File: config.mk
export PLATFORM = sky130hd
export DESIGN_NAME = uart_tx_sched
export DESIGN_NICKNAME = d
export VERILOG_FILES = /design/src/rtl/uart_sched_pkg.sv /design/src/rtl/rr_arbiter.sv /design/src/rtl/uart_tx_sched.sv
export SDC_FILE = /design/constraint.sdc
export NUM_CORES = 1
export LEC_CHECK = 0
export BUFFER_PORTS_ARGS = -buffer_cell sky130_fd_sc_hd__clkbuf_2
export CORE_MARGIN = 2
export CORE_UTILIZATION = 55
export CTS_BUF_LIST = sky130_fd_sc_hd__clkbuf_4
export CTS_CLUSTER_DIAMETER = 150
export DETAILED_ROUTE_END_ITERATION = 16
export PLACE_DENSITY = 0.8
export SYNTH_ARGS = -nofsm -noshare
export SYNTH_HDL_FRONTEND = slang
export SYNTH_SLANG_ARGS = --single-unit
File: constraint.sdc
create_clock -name clk -period 2.3 [get_ports clk]
set_input_delay 0.115 -clock clk [delete_from_list [all_inputs] [get_ports clk]]
set_output_delay 0.115 -clock clk [all_outputs]
set_load 0.03 [all_outputs]
File: src/rtl/uart_sched_pkg.sv
// Shared definitions for the UART transmit scheduler and related peripherals.
// Contents: scheduler state enumeration, width helper functions and the
// default guard/hold-timeout constants reused by the SoC top.
package uart_sched_pkg;

    typedef enum logic [2:0] {
        ST_IDLE,
        ST_READY,
        ST_LOAD,
        ST_GUARD,
        ST_DRAIN
    } sched_state_e;

    localparam int unsigned DEF_GUARD_CYCLES = 2;
    localparam int unsigned DEF_HOLD_TIMEOUT = 1024;

    // Ceiling log2; clog2(0) = clog2(1) = 0.
    function automatic int unsigned clog2(input int unsigned value);
        int unsigned result;
        result = 0;
        for (int unsigned i = 0; i < 32; i++) begin
            if ((64'(1) << i) < 64'(value)) begin
                result = i + 1;
            end
        end
        return result;
    endfunction

    // Register width for a value range, never narrower than one bit.
    function automatic int unsigned cnt_width(input int unsigned value);
        return (clog2(value) < 1) ? 1 : clog2(value);
    endfunction

endpackage

File: src/rtl/rr_arbiter.sv
// Combinational round-robin picker: returns the first requesting index found
// searching upward from ptr, wrapping modulo N.
// Ports: req (request vector), ptr (search start), gnt (one-hot winner),
//        any (at least one request present).
module rr_arbiter
    import uart_sched_pkg::*;
#(
    parameter int unsigned N     = 2,
    parameter int unsigned PTR_W = cnt_width(N)
) (
    input  logic [N-1:0]     req,
    input  logic [PTR_W-1:0] ptr,
    output logic [N-1:0]     gnt,
    output logic             any
);

    // Rotating scan; the first hit wins and masks later candidates.
    always_comb begin
        gnt = '0;
        any = 1'b0;
        for (int unsigned k = 0; k < N; k++) begin
            if (!any && req[PTR_W'((32'(ptr) + k) % N)]) begin
                gnt[PTR_W'((32'(ptr) + k) % N)] = 1'b1;
                any = 1'b1;
            end
        end
    end

endmodule

File: src/rtl/uart_tx_sched.sv
// Shares one byte-wide UART transmitter between NREQ requesters. Grants are
// per message (burst ending in last), round-robin between messages; each
// byte is sent with a one-cycle load pulse, a busy-settle guard and a drain
// wait. A hold timeout revokes a grant from a stalled requester.
// Ports: clk, reset (sync, active-high); req_valid/req_data/req_last in and
//        req_ready out per requester; tx_data/tx_load out and tx_busy in
//        towards the UART core; grant (one-hot owner) and timeout (pulse) out.
module uart_tx_sched
    import uart_sched_pkg::*;
#(
    parameter int unsigned NREQ         = 2,
    parameter int unsigned GUARD_CYCLES = DEF_GUARD_CYCLES,
    parameter int unsigned HOLD_TIMEOUT = DEF_HOLD_TIMEOUT
) (
    input  logic                clk,
    input  logic                reset,
    input  logic [NREQ-1:0]     req_valid,
    input  logic [8*NREQ-1:0]   req_data,
    input  logic [NREQ-1:0]     req_last,
    output logic [NREQ-1:0]     req_ready,
    output logic [7:0]          tx_data,
    output logic                tx_load,
    input  logic                tx_busy,
    output logic [NREQ-1:0]     grant,
    output logic                timeout
);

    localparam int unsigned PTR_W   = cnt_width(NREQ);
    localparam int unsigned HOLD_W  = cnt_width(HOLD_TIMEOUT + 1);
    localparam int unsigned GUARD_W = cnt_width(GUARD_CYCLES);

    sched_state_e       state_q, state_d;
    logic [NREQ-1:0]    grant_q, grant_d;
    logic [PTR_W-1:0]   own_q, own_d;
    logic [PTR_W-1:0]   rr_ptr_q, rr_ptr_d;
    logic [HOLD_W-1:0]  hold_cnt_q, hold_cnt_d;
    logic [GUARD_W-1:0] guard_cnt_q, guard_cnt_d;
    logic               last_q, last_d;
    logic [7:0]         tx_data_q, tx_data_d;
    logic               tx_load_q, tx_load_d;
    logic               timeout_q, timeout_d;
    logic [NREQ-1:0]    req_ready_q, req_ready_d;

    logic [NREQ-1:0]    arb_gnt;
    logic               arb_any;
    logic [PTR_W-1:0]   arb_idx;
    logic [PTR_W-1:0]   ptr_next;
    logic               xfer;
    logic [7:0]         req_bytes [NREQ];

    rr_arbiter #(
        .N     (NREQ),
        .PTR_W (PTR_W)
    ) u_arb (
        .req (req_valid),
        .ptr (rr_ptr_q),
        .gnt (arb_gnt),
        .any (arb_any)
    );

    // Byte lanes and one-hot-to-index of the arbiter winner.
    always_comb begin
        arb_idx = '0;
        for (int unsigned k = 0; k < NREQ; k++) begin
            req_bytes[k] = req_data[8*k +: 8];
            if (arb_gnt[k]) begin
                arb_idx = PTR_W'(k);
            end
        end
    end

    // After releasing the owner, the next requester up wins ties.
    assign ptr_next = PTR_W'((32'(own_q) + 1) % NREQ);
    assign xfer     = |(req_valid & req_ready_q);

    always_ff @(posedge clk) begin
        if (reset) begin
            state_q     <= ST_IDLE;
            grant_q     <= '0;
            own_q       <= '0;
            rr_ptr_q    <= '0;
            hold_cnt_q  <= '0;
            guard_cnt_q <= '0;
            last_q      <= 1'b0;
            tx_data_q   <= 8'h00;
            tx_load_q   <= 1'b0;
            timeout_q   <= 1'b0;
            req_ready_q <= '0;
        end else begin
            state_q     <= state_d;
            grant_q     <= grant_d;
            own_q       <= own_d;
            rr_ptr_q    <= rr_ptr_d;
            hold_cnt_q  <= hold_cnt_d;
            guard_cnt_q <= guard_cnt_d;
            last_q      <= last_d;
            tx_data_q   <= tx_data_d;
            tx_load_q   <= tx_load_d;
            timeout_q   <= timeout_d;
            req_ready_q <= req_ready_d;
        end
    end

    // Next-state logic; registered outputs are derived from the next state.
    always_comb begin
        state_d     = state_q;
        grant_d     = grant_q;
        own_d       = own_q;
        rr_ptr_d    = rr_ptr_q;
        hold_cnt_d  = hold_cnt_q;
        guard_cnt_d = guard_cnt_q;
        last_d      = last_q;
        tx_data_d   = tx_data_q;
        timeout_d   = 1'b0;

        case (state_q)
            ST_IDLE: begin
                // Transmitter is always drained before release, so busy is not consulted.
                if (arb_any) begin
                    grant_d    = arb_gnt;
                    own_d      = arb_idx;
                    hold_cnt_d = '0;
                    state_d    = ST_READY;
                end
            end
            ST_READY: begin
                // A transfer on the threshold cycle takes priority over the timeout.
                if (xfer) begin
                    tx_data_d = req_bytes[own_q];
                    last_d    = req_last[own_q];
                    state_d   = ST_LOAD;
                end else if (HOLD_TIMEOUT != 0 &&
                             hold_cnt_q == HOLD_W'(HOLD_TIMEOUT - 1)) begin
                    grant_d   = '0;
                    rr_ptr_d  = ptr_next;
                    timeout_d = 1'b1;
                    state_d   = ST_IDLE;
                end else begin
                    hold_cnt_d = hold_cnt_q + HOLD_W'(1);
                end
            end
            ST_LOAD: begin
                guard_cnt_d = '0;
                state_d     = ST_GUARD;
            end
            ST_GUARD: begin
                // Busy may not have risen yet, so it is ignored here.
                if (guard_cnt_q == GUARD_W'(GUARD_CYCLES - 1)) begin
                    state_d = ST_DRAIN;
                end else begin
                    guard_cnt_d = guard_cnt_q + GUARD_W'(1);
                end
            end
            ST_DRAIN: begin
                if (!tx_busy) begin
                    if (last_q) begin
                        grant_d  = '0;
                        rr_ptr_d = ptr_next;
                        state_d  = ST_IDLE;
                    end else begin
                        hold_cnt_d = '0;
                        state_d    = ST_READY;
                    end
                end
            end
            default: begin
                state_d = ST_IDLE;
            end
        endcase

        tx_load_d   = (state_d == ST_LOAD);
        req_ready_d = (state_d == ST_READY) ? grant_d : '0;
    end

    assign req_ready = req_ready_q;
    assign tx_data   = tx_data_q;
    assign tx_load   = tx_load_q;
    assign grant     = grant_q;
    assign timeout   = timeout_q;

endmodule

### Word-level counts from Yosys, hierarchy flattened

Cells that the tools add are included.

| word-level totals | value |
|---|---|
| input port bits | 23 |
| output and inout bits | 14 |
| word-level logic and storage cells | 100 |
| bits in registers | 32 |

| cells by class | value |
|---|---|
| magnitude comparators | 6 |
| add/subtract/negate cells | 4 |
| reduce and logical (&&, ||, !) cells | 15 |
| multiplexer cells | 45 |
| equal/unequal tests | 14 |
| bitwise operators | 5 |

Operator list:

| cell | count |
|---|---|
| $mux 11 | 5 |
| $pmux 11 s3 | 1 |
| $mux 8 | 3 |
| $mux 1 | 18 |
| $mux 3 | 5 |
| $pmux 3 s5 | 1 |
| $mux 2 | 7 |
| $ne 2x2->1 const B | 7 |
| $add 11x1->11 const B | 1 |
| $eq 11x10->1 const B | 1 |
| $eq 3x2->1 const B | 3 |
| $eq 3x1->1 const B | 2 |
| $lt 1x2->1 const B | 3 |
| $pmux 2 s3 | 1 |
| $reduce_and 6->1 | 1 |
| $reduce_and 5->1 | 1 |
| $pmux 1 s2 | 2 |
| $reduce_and 2->1 | 2 |
| $reduce_bool 2->1 | 2 |
| $reduce_or 2->1 | 2 |
| $reduce_or 4->1 | 1 |
| $add 1x1->1 const B | 3 |
| $eq 3x3->1 const B | 1 |
| $logic_and 1x1->1 | 3 |
| other kinds (10) | 13 |

### Depth between registers and ports, before layout

| logic depth | value |
|---|---|
| depth in word-level cells | 11 |
| gate-level depth with buffers | 8 |
| gate-level depth less buffers | 6 |

### Modules after synthesis

Synthesis repeated with hierarchy kept, for this count alone.

| second synthesis, totals | value |
|---|---|
| cells, all modules | 178 |
| area total of the unflattened synthesis | 1551.5 um^2 |

Modules (own cells, without submodules):

| module | cells an instance | instances | sequential area each (um^2) | area an instance (um^2) |
|---|---|---|---|---|
| uart_tx_sched | 174 | 1 | 640.6 | 1526.5 |
| rr_arbiter | 4 | 1 | 0.0 | 25.0 |

### Least setup slack after synthesis

OpenSTA, ideal clock, no wires.

| path | value |
|---|---|
| kind | flip-flop to flip-flop |
| start | register hold_cnt_q[0] |
| end | register hold_cnt_q[0] |
| setup time | 0.114 ns |
| cell stages (with the launch flop) | 9 |
| path slack | 0.355 ns |
| clock period less this slack | 1.945 ns |
| data arrival time | 1.830 ns |
| path through | dfxtp_1 ha_1 nand2_1 nor4_1 o21ba_1 buf_6 buf_2 xor2_1 nor2_1 |

| between the ends | value |
|---|---|
| cells in the longest elaborated chain, start to end | 4 |
| elaborated cells between the ends (all ways) | 7 |
| classes of those cells | 1 x add/sub; 2 x eq/ne; 3 x mux; 1 x reduce/logical |

RTL lines:

| item | line | text |
|---|---|---|
| start, declared | uart_tx_sched.sv:36 | `logic [HOLD_W-1:0] hold_cnt_q, hold_cnt_d;` |
| start signal, assigned | uart_tx_sched.sv:94 | `hold_cnt_q <= hold_cnt_d;` |
| $add 11x1->11 | uart_tx_sched.sv:139 | `hold_cnt_d = hold_cnt_q + HOLD_W'(1);` |
| $mux 11 | uart_tx_sched.sv:132 | `end else if (HOLD_TIMEOUT != 0 &&` |
| $mux 11 | uart_tx_sched.sv:128 | `if (xfer) begin` |
| $pmux 11 s3 | uart_tx_sched.sv:116 | `case (state_q)` |

Parallel ways exist; a longest one is shown, timed or not. The select of a mux whose other input is x is not followed.
A chain may end at the register's enable or synchronous reset.

### Final worst setup path

| path | value |
|---|---|
| start | register hold_cnt_q[0] |
| end | register hold_cnt_q[7] |

Same word-level chain as after synthesis.

==> results by group <==
Detailed routing
  – First drt pass iteration count: 5
  – DRT Wirelength: 3245 um
  – Routed vias/inst: 5.860
  – DRC: 0
  – Wire per inst: 13.35 um
  – Post-DRT Antenna Nets: 0
  – Initial drt markers: 79
  – Via count: 1424

CTS
  – CTS tree: built
  – # clock sinks: 32
  – CTS root buffer: clkbuf_4
  – Post-CTS Hold Buffers: 0
  – Maximum clock path buffer count: 2
  – TritonCTS Buffers: 5
  – Clk slew on worst S/H paths: 90 ps
  – Post-CTS Setup Inserts: 0
  – Clock latency on the worst-skew pair: 330 ps
  – H-Tree Depth: 2

Synthesis
  – FF+latch count, synth: 32
  – Post-synth EDFFs: 0
  – Synth Net Count: 199
  – Synthesized instance count: 175
  – Ys Warns: 0
  – Simple-gate portion of the synthesized area: between 20% and 30%
  – Count of cell types in the netlist: 46
  – Prevailing post-synth register cell: dfxtp_1
  – Mux cell area share after synthesis: around 7.2%
  – Largest family of logic cells by synthesized area: simple AND/OR/NAND/NOR gates
  – Ys async rst share: 0%
  – Post-synthesis cell area: 1528 um^2
  – Xor and xnor area share after synthesis: 0.5733%
  – Post-synthesis sequential area ratio: 41.93%
  – Synth Area in Adders: 0.8190%
  – Complex-gate fraction of the synthesized area: 21.87%
  – Mean post-synth cell area: 8.730 um^2

Setup path
  – WS Path Type: flip-flop to flip-flop
  – Max FO, Critical Path: 19
  – CP delay by family, top: simple AND/OR/NAND/NOR gates
  – Critical path arrival: 2310 ps
  – Cells along the critical path: ha_1, nand2_1, nor4_1, buf_4, o21ba_2, or4b_1, a21oi_1
  – CP Buf/Inv Count: 1
  – Worst setup EP type: flip-flop
  – FF-to-FF Start: hold_cnt_q[0]
  – Worst path max stage delay: roughly 530 ps
  – Worst path slowest cell: or4b_1
  – Flop2flop setup slack: 250 ps
  – Req. time, crit path: 2560 ps
  – Worst r2r path cells: 7
  – Worst Setup Start Kind: flip-flop
  – RR Endpoint: hold_cnt_q[7]

Floorplanning
  – Top Ports: 37
  – Initial Util: 56.87%
  – Die X: 56.71 um
  – Full die area: about 3200 um^2
  – Row count: 19
  – Die height: 56.71 um
  – Placeable core area: 2686 um^2

Timing
  – Worst Max-Slew Pin Slew: 550.9 ps
  – Fin crit share: 88.95%
  – RSZ-0062 raised after global routing: no
  – Tmin final: 2046 ps
  – Setup WS post-layout: 254.1 ps
  – Clock Skew: 9.449 ps
  – Max-slew violation count: 0
  – Relative slew slack: 63.23%
  – Final setup vio count: 0
  – F_max: 0.4888 GHz
  – Fin. Hold Viols: 0
  – Setup total negative slack: 0 ps

Placement
  – Routability cong.: 0.9035
  – Placed Cells: 236
  – Pre-CTS setup slack: 172.3 ps
  – Detailed Place HPWL: ~2400 um
  – Post-DP Area: approximately 1700 um^2
  – Port Buf Inserts: 36

Hold path
  – Worst Hold End: state_q[2]
  – Hold path depth: 3
  – Class of the tightest hold or removal check: input pin to flip-flop
  – Critical hold path startpoint: tx_busy

Cells and area
  – Final net count: 236
  – Most common cell after layout, fill and taps aside: clkbuf_2
  – Cell Count, Final, Fillers Out: 243
  – Post-route cell area: about 1800 um^2
  – Layout cells sized above 1: 24.53%
  – Antenna diodes: 0
  – Syn-to-layout area delta: 16.95%
  – Leading cell types in the layout, fill and taps excluded: clkbuf_2 (36), dfxtp_1 (32), nor2_1 (22), a21oi_1 (14), mux2i_1 (11)

Power
  – Lkg Pwr: 0.6772 nW
  – Clock power share: between 20% and 30%
  – Seq pwr share: 55.4%
  – Pwr Total: 0.001068 W
  – Sw power: 0.0003140 W
  – Power share of the combinational group: 16.7%
  – Max VDD drop: ~540 uV
  – Power per cell area: 597.8 nW/um^2
  – Net Sw Frac: 29.40%
  – P_int: roughly 0.00075 W

Global routing
  – GRT Residual Overflow: 0
  – GRT Total Usage: a little under a quarter
  – First-pass GRT wire length: 5678 um
  – Pin count of the biggest net entering global routing: 28
  – Initial antenna violation count: 0
  – Number of global-route vias before repair: 1348

Run status
  – Status: complete, no violations

Flow run
  – Max cap viols: 0
metal layers:
layer | vias up | wire [um] | GRT usage, %
met3 | 5 | 228 | 4.839
met1 | 647 | 1466 | 27.99
met4 | 0 | 38 | 11.56
met2 | 48 | 1512 | 36.71
li1 | 724 | - | -
met5 | - | 0 | 0
synthesized netlist by cell type, types with 2 or more instances:
library cell,n,area (um^2)
inv_1,2,7.510
dfxtp_1,32,640.6
and2_1,2,12.51
o41ai_1,3,26.28
or3_1,6,37.54
nand2_1,10,37.54
o21bai_1,2,15.01
nor2b_1,3,18.77
buf_2,2,10.01
a22o_1,2,17.52
nor3b_1,2,15.01
mux2i_1,11,110.1
a211oi_1,10,75.07
nand2b_1,3,18.77
a311oi_1,2,17.52
nor3_1,2,10.01
o21ai_0,5,25.02
clkbuf_1,6,22.52
a21oi_1,14,70.07
nand3_1,7,35.03
nor2_1,22,82.58
nand3b_1,3,22.52
power by group through the flow:
stage	Sequential (W)	Combinational [W]	Clock, W
6_report	0.000592	0.000179	0.000298
3_3_place_gp	0.000603	0.000170	0
2_1_floorplan	0.000613	0.000119	0
3_5_place_dp	0.000604	0.000175	0
5_1_grt	0.000596	0.000197	0.000323
4_1_cts	0.000591	0.000176	0.000307
kinds of logic after synthesis:
group,Yosys count
AOI/OAI and AO/OA,48
xor gates and xnor gates,1
adders and majority gates,1
buffers and inverters,13
DFF,32
muxes,11
and+or+nand+nor,69
how the worst max path moves through the flow:
stage	endpoint	depth (start not counted)	startpoint	slack, ps
detailed placement	hold_cnt_q[9]	7	hold_cnt_q[0]	170
CTS	hold_cnt_q[2]	7	hold_cnt_q[0]	140
global route	hold_cnt_q[7]	5	state_q[0]	90
floorplan	hold_cnt_q[0]	8	hold_cnt_q[0]	360
finish	hold_cnt_q[7]	7	hold_cnt_q[0]	250
global placement	req_ready[1]	7	hold_cnt_q[0]	190
worst min-delay path: cells and delay by family:
family	cells	cell delay (ps)
AOI/OAI and AO/OA	1	50
buffers and inverters	1	120
and+or+nand+nor	1	90
per-stage QoR:
step	hold slack, ps	utilization (%)
finish	92.48	66.51
global route	90.98	66.51
CTS	76.96	66.23
detailed placement	433.9	64.37
global placement	432.8	64.37
floorplan	278.2	-
sequential cells by signal, summed over array words and instances (netlist names):
register and flops:
tx_load 1, hold_cnt_q 11, rr_ptr_q 1, guard_cnt_q 1, grant 2, req_ready 2
state_q 3, timeout 1, tx_data 8, own_q 1, last_q 1
layout make-up:
cell class                 instances  area (um^2)
clock buffer                       5        37.54
clock inverter                     2        12.51
fill                             219        899.6
inverter                           2        7.507
multi-input combinational        130        832.0
sequential                        32        640.6
tap                               31        38.79
timing repair buffer              41        217.7
timing repair:
item	4_1_cts	5_1_grt
hold endpoints to repair	0	0
endpoints found under the setup margin	0	11
resized for setup	0	2
(Power assumes the default switching activity.)
